==> config.mk <==
export PLATFORM = sky130hd
export DESIGN_NAME = fl_mux_sched
export DESIGN_NICKNAME = d
export VERILOG_FILES = /design/src/rtl/fl_mux_sched_pkg.sv /design/src/rtl/fl_mux_reg.sv /design/src/rtl/fl_mux_sched.sv
export SDC_FILE = /design/constraint.sdc
export NUM_CORES = 1
export LEC_CHECK = 0
export CAP_MARGIN = 10
export CORE_UTILIZATION = 38
export CTS_CLUSTER_SIZE = 25
export DETAILED_ROUTE_END_ITERATION = 10
export GPL_ROUTABILITY_DRIVEN = 0
export PLACE_DENSITY = 0.84
export REMOVE_ABC_BUFFERS = 1
export SYNTH_ARGS = -nofsm -noshare
export SYNTH_HDL_FRONTEND = slang
export SYNTH_SLANG_ARGS = --single-unit
==> constraint.sdc <==
create_clock -name CK -period 2.9 [get_ports CK]
set_clock_uncertainty 0.15 [all_clocks]
set_input_delay 0.435 -clock CK [delete_from_list [all_inputs] [get_ports CK]]
set_output_delay 0.435 -clock CK [all_outputs]
set_load 0.02 [all_outputs]
==> src/rtl/fl_mux_sched_pkg.sv <==
// Shared types and constants for the fl_mux_sched write scheduler.
package fl_mux_sched_pkg;

    typedef enum logic [1:0] {
        IDLE = 2'b00,
        G0   = 2'b01,
        G1   = 2'b10
    } state_e;

    localparam int unsigned BURST_MAX_DEF = 4;
    localparam int unsigned BURST_W       = 4;

endpackage

==> src/rtl/fl_mux_reg.sv <==
// WIDTH-bit register bank with a 2:1 input mux and clock enable.
module fl_mux_reg #(
    parameter int unsigned WIDTH = 8
) (
    input  logic             CK,
    input  logic             SR,
    input  logic [WIDTH-1:0] D0,
    input  logic [WIDTH-1:0] D1,
    input  logic             SD,
    input  logic             SP,
    output logic [WIDTH-1:0] Q
);

    logic [WIDTH-1:0] q_q;
    logic [WIDTH-1:0] q_d;

    always_comb begin
        q_d = q_q;
        if (SP) begin
            q_d = SD ? D1 : D0;
        end
    end

    always_ff @(posedge CK or posedge SR) begin
        if (SR) begin
            q_q <= '0;
        end else begin
            q_q <= q_d;
        end
    end

    assign Q = q_q;

endmodule

==> src/rtl/fl_mux_sched.sv <==
// Two-requester round-robin write scheduler driving a mux-enable register bank.
// Optional burst locking is enabled by defining FL_MUX_SCHED_LOCK_EN.
module fl_mux_sched
    import fl_mux_sched_pkg::*;
#(
    parameter int unsigned WIDTH     = 8,
    parameter int unsigned BURST_MAX = BURST_MAX_DEF
) (
    input  logic             CK,
    input  logic             SR,
    input  logic             REQ0,
    input  logic             REQ1,
    input  logic [WIDTH-1:0] D0,
    input  logic [WIDTH-1:0] D1,
    input  logic             HOLD,
    input  logic             LOCK,
    output logic             GNT0,
    output logic             GNT1,
    output logic             SD,
    output logic             SP,
    output logic [WIDTH-1:0] Q
);

    state_e state_q;
    state_e state_d;
    state_e rr_next;
    logic   last_q;
    logic   last_d;

    // Plain round-robin choice; LAST names the requester granted most recently.
    always_comb begin
        rr_next = IDLE;
        if (REQ0 && REQ1) begin
            rr_next = last_q ? G0 : G1;
        end else if (REQ0) begin
            rr_next = G0;
        end else if (REQ1) begin
            rr_next = G1;
        end
    end

`ifdef FL_MUX_SCHED_LOCK_EN
    localparam logic [BURST_W-1:0] BURST_ONE = BURST_W'(1);
    localparam logic [BURST_W-1:0] BURST_LIM = BURST_W'(BURST_MAX);

    logic [BURST_W-1:0] burst_q;
    logic [BURST_W-1:0] burst_d;
    logic               own_req;
    logic               other_req;
    logic               keep;

    always_comb begin
        own_req   = (state_q == G0) ? REQ0 : ((state_q == G1) ? REQ1 : 1'b0);
        other_req = (state_q == G0) ? REQ1 : ((state_q == G1) ? REQ0 : 1'b0);
        // Lock keeps the grant until the burst limit, and beyond it only if nobody else waits.
        keep      = LOCK && own_req && ((burst_q < BURST_LIM) || !other_req);

        state_d = rr_next;
        burst_d = (rr_next == IDLE) ? '0 : BURST_ONE;
        if (HOLD) begin
            state_d = IDLE;
            burst_d = '0;
        end else if (keep) begin
            state_d = state_q;
            burst_d = (burst_q < BURST_LIM) ? burst_q + BURST_ONE : burst_q;
        end
    end

    always_ff @(posedge CK or posedge SR) begin
        if (SR) begin
            burst_q <= '0;
        end else begin
            burst_q <= burst_d;
        end
    end
`else
    logic lock_unused;

    assign lock_unused = LOCK;

    always_comb begin
        state_d = rr_next;
        if (HOLD) begin
            state_d = IDLE;
        end
    end
`endif

    always_comb begin
        last_d = last_q;
        if (state_d == G0) begin
            last_d = 1'b0;
        end else if (state_d == G1) begin
            last_d = 1'b1;
        end
    end

    always_ff @(posedge CK or posedge SR) begin
        if (SR) begin
            state_q <= IDLE;
            last_q  <= 1'b1;
        end else begin
            state_q <= state_d;
            last_q  <= last_d;
        end
    end

    assign GNT0 = (state_q == G0);
    assign GNT1 = (state_q == G1);
    assign SD   = GNT1;
    assign SP   = GNT0 | GNT1;

    fl_mux_reg #(
        .WIDTH(WIDTH)
    ) u_reg (
        .CK(CK),
        .SR(SR),
        .D0(D0),
        .D1(D1),
        .SD(SD),
        .SP(SP),
        .Q (Q)
    );

endmodule

# Word-level counts from Yosys, hierarchy flattened
# Index checks and enable logic that the tools add are counted.
# W data, S select, Z words.
# classes
eq_ne,4
n_mux,8
bitwise_logic,1
n_reduce_logical,2
# ops
op,count
$mux W2,5
$mux W8,1
$eq A2 B1 Y1 const B,2
$eq A2 B2 Y1 const B,2
$mux W1,2
$reduce_bool A2 Y1,1
$logic_and A1 B1 Y1,1
$or A1 B1 Y1,1
# totals
ff_bits,11
in_bits,22
out_inout_bits,12

# Depth between registers and ports, before layout
# logic_depth
depth_word,7
depth_mapped,5
depth_no_buf,4

# By module
# From an unflattened synthesis, not the netlist that was laid out.
# unflattened
cells_unflattened,54
area_unflattened_um2,574.3
# by_module_without_submodules
mod,n_inst,cells_each,area_per_inst_um2,seq_area_each_um2
fl_mux_reg,1,36,387.9,200.2
fl_mux_sched,1,18,186.4,76.3

# Worst setup path before layout
# OpenSTA, ideal clock, no wires.
# synth_path
path_type,register to output
startpoint,register state_q[0]
endpoint,output SP
arrival_time_ps,1036
slack_ps,1279
path_stages_with_launch,5
n_path_buf,1
cell_sequence,dfrtp_1 > inv_1 > ha_1 > buf_6 > inv_1
# synth_between
elab_chain_len,2
elab_cells_between_ends,3
# synth_lines
element,line,source
"start, declared",fl_mux_sched.sv:24,state_e state_q;
"start signal, assigned",fl_mux_sched.sv:103,state_q <= state_d;
$eq A2 B1 Y1 or $eq A2 B2 Y1 (tied branches),"fl_mux_sched.sv:108, fl_mux_sched.sv:109",
$or A1 B1 Y1 *,fl_mux_sched.sv:111,assign SP = GNT0 | GNT1;
"end, declared",fl_mux_sched.sv:20,"output logic SP,"
# Every way passes the cells marked *; elsewhere a longest branch is shown, timed or not.

# Final worst setup path
# Ends and elaborated chain as after synthesis.

==> results.yml <==
critical_path:
  crit_path_end_kind: "output pin"
  setup.worst_path.start: "state_q[0]$_DFF_PP0_"
  cp_data_required_time_ps: 2320
  cp.arrival_ps: 1910
  endpoint: "SP"
  regToRegEndpoint: "last_q$_DFFE_PP1P_"
  critPathKind: "reg -> out"
  cp_max_fo: 17
  r2r-start: "last_q$_DFFE_PP1P_"
  start_kind: "flip-flop"
  r2r_slack_ps: 1380
  r2r_cells: 4
place:
  io_buffer_count: 32
  dp_slack_ps: 685
  place_inst: 97
  place_area_sq_um: 875
  hpwl_um: 1000
drt:
  wl_met1_um: 478
  vias_per_cell: 4.67
  totalWireLength_um: 1220
  wl_met2_um: 693
  drtAntennaViolNets: 0
  drc: 0
  top_layer: "met3"
  firstDrtPassIters: 4
  drtIter0Drc: 6
  num_vias: 472
  met3_length_um: 52
  routedWlPerCell_um: 12.1
min_path:
  hold_path_class: "in -> async"
sta:
  finalCritPeriodShare_pct: 86.0
  whs_ps: 298
  rsz0062_at_grt: "no"
  tns_ps: 0
  period_needed_ps: 2490
  fmax_mhz: 401
  setup_ws_ps: 407
  setup_viol: 0
  tightestPinTransition_ps: 514
  slew_viol_final: 0
  relSlewSlack_pct: 65.7
  finalHoldViolCount: 0
cts:
  cts_tree: "built"
  cts_sinks: 11
  clockBufferDepth: 2
  post_cts_buffers: 0
  clkTransAtPathRegs_ps: 70
  cts_max_level: 1
  insertion_delay_ps: 270
  ctsResizeCount: 0
  cts_buffers: 3
  clockRootBuffer: "clkbuf_4"
  cts_hold_buf: 0
power:
  p_leak_nw: 0.405
  irDropWorstVdd_v: 0.000362
  power_density_nw_per_um2: 584
synthesis:
  syn_avg_cell_area_sq_um: 10.7
  synth_area_sq_um: 554
  ys_types: 13
  syn_inst: 52
  ys_ff_latch: 11
  seq_area_frac_synth_pct: 49.9
  ys_warn_count: 0
floorplan:
  boundaryPins: 34
  die_y_um: 40.2
  row_count: 13
  core_area_sq_um: 1330
  fp.dieArea_sq_um: 1620
  die_w_um: 40.2
  initial_core_util_pct: 41.6
finish:
  num-fill-cells: 107
  final_layout_size_suffix_gt1_share_pct: 8.14
  fin_cells: 101
  fin_nets: 112
  mostFrequentLayoutCell: "clkdlybuf4s50_1"
  mostFrequentLayoutCells: "clkdlybuf4s50_1, dfrtp_1, mux2i_1, nand2_1, o21ai_1"
  diodes: 0
  design_area_sq_um: 902
  register_area_sq_um: 277
  multi_input_area_sq_um: 229
  syn2layout_area_growth_pct: 62.8
global_routing:
  grt_usage_pct: 18.2
  grt_first_pass_wirelength_um: 1840
  antenna_found_initial: 0
  grt_pass1_vias: 452
  gr-total-overflow: 0
  grt_max_degree: 18
run:
  cap_violations: 0
run_status:
  status: "completed"
worst max-delay path, cell delays in order, from the launching register on:
cell and delay (ps):
dfrtp_1 360, inv_1 50, ha_1 600, inv_1 80
clkdlybuf4s50_1 550
logic make-up (layout without fill, tap and decap cells):
logic type,after synthesis,count (layout),share of synthesized area (%)
buffers and inverters,9,43,8.80
adders and majority gates,3,3,6.77
and+or+nand+nor,11,11,9.03
AOI/OAI and AO/OA,9,9,9.26
DFF,11,11,49.9
muxes,9,9,16.3
layer usage:
layer	vias up	global-route usage, %
met1	219	18.4
met3	0	3.33
met2	13	33.1
li1	240	-
met4	0	12.5
met5	-	0
area by class of cell:
class	count	area share (%)
clock inverters	1	0.555
well taps	15	2.08
flip-flops and latches	11	30.7
inverters	6	2.50
clock buffers	3	2.50
repair buffers	33	36.3
multi-input cells	32	25.4
power breakdown:
group | internal [mW] | leakage (nW) | switching [mW]
logic | 0.111 | 0.252 | 0.103
registers | 0.190 | 0.135 | 0.0176
clock network | 0.0510 | 0.0177 | 0.0541
sequential cells by signal, summed over array words and instances, names as in the netlist:
name / flops
state_q: 2
last_q: 1
u_reg.Q: 8
cell usage after synthesis:
master	n	area, sq um
a211oi_1	1	7.51
and3b_1	1	8.76
buf_4	2	15.0
buf_6	1	11.3
dfrtp_1	10	250
dfstp_2	1	26.3
ha_1	3	37.5
inv_1	6	22.5
mux2i_1	9	90.1
nand2_1	9	33.8
nand3b_1	1	7.51
o21ai_1	7	35.0
o21ai_2	1	8.76
worst min-delay path by stage:
stage / start / end / slack [ps]
6_report: SR / u_reg.Q[7]$_DFFE_PP0P_ / 300
5_1_grt: SR / u_reg.Q[7]$_DFFE_PP0P_ / 340
4_1_cts: SR / u_reg.Q[0]$_DFFE_PP0P_ / 310
3_5_place_dp: u_reg.Q[0]$_DFFE_PP0P_ / u_reg.Q[0]$_DFFE_PP0P_ / 320
2_1_floorplan: SR / state_q[0]$_DFF_PP0_ / 140
3_3_place_gp: u_reg.Q[0]$_DFFE_PP0P_ / u_reg.Q[0]$_DFFE_PP0P_ / 310
stage by stage:
step	total power [mW]	util, %
after floorplan	0.313	-
after global placement	0.420	65.6
after detailed placement	0.427	65.6
after CTS	0.533	67.6
after global routing	0.565	67.6
final	0.527	67.6
(Power assumes the default switching activity.)
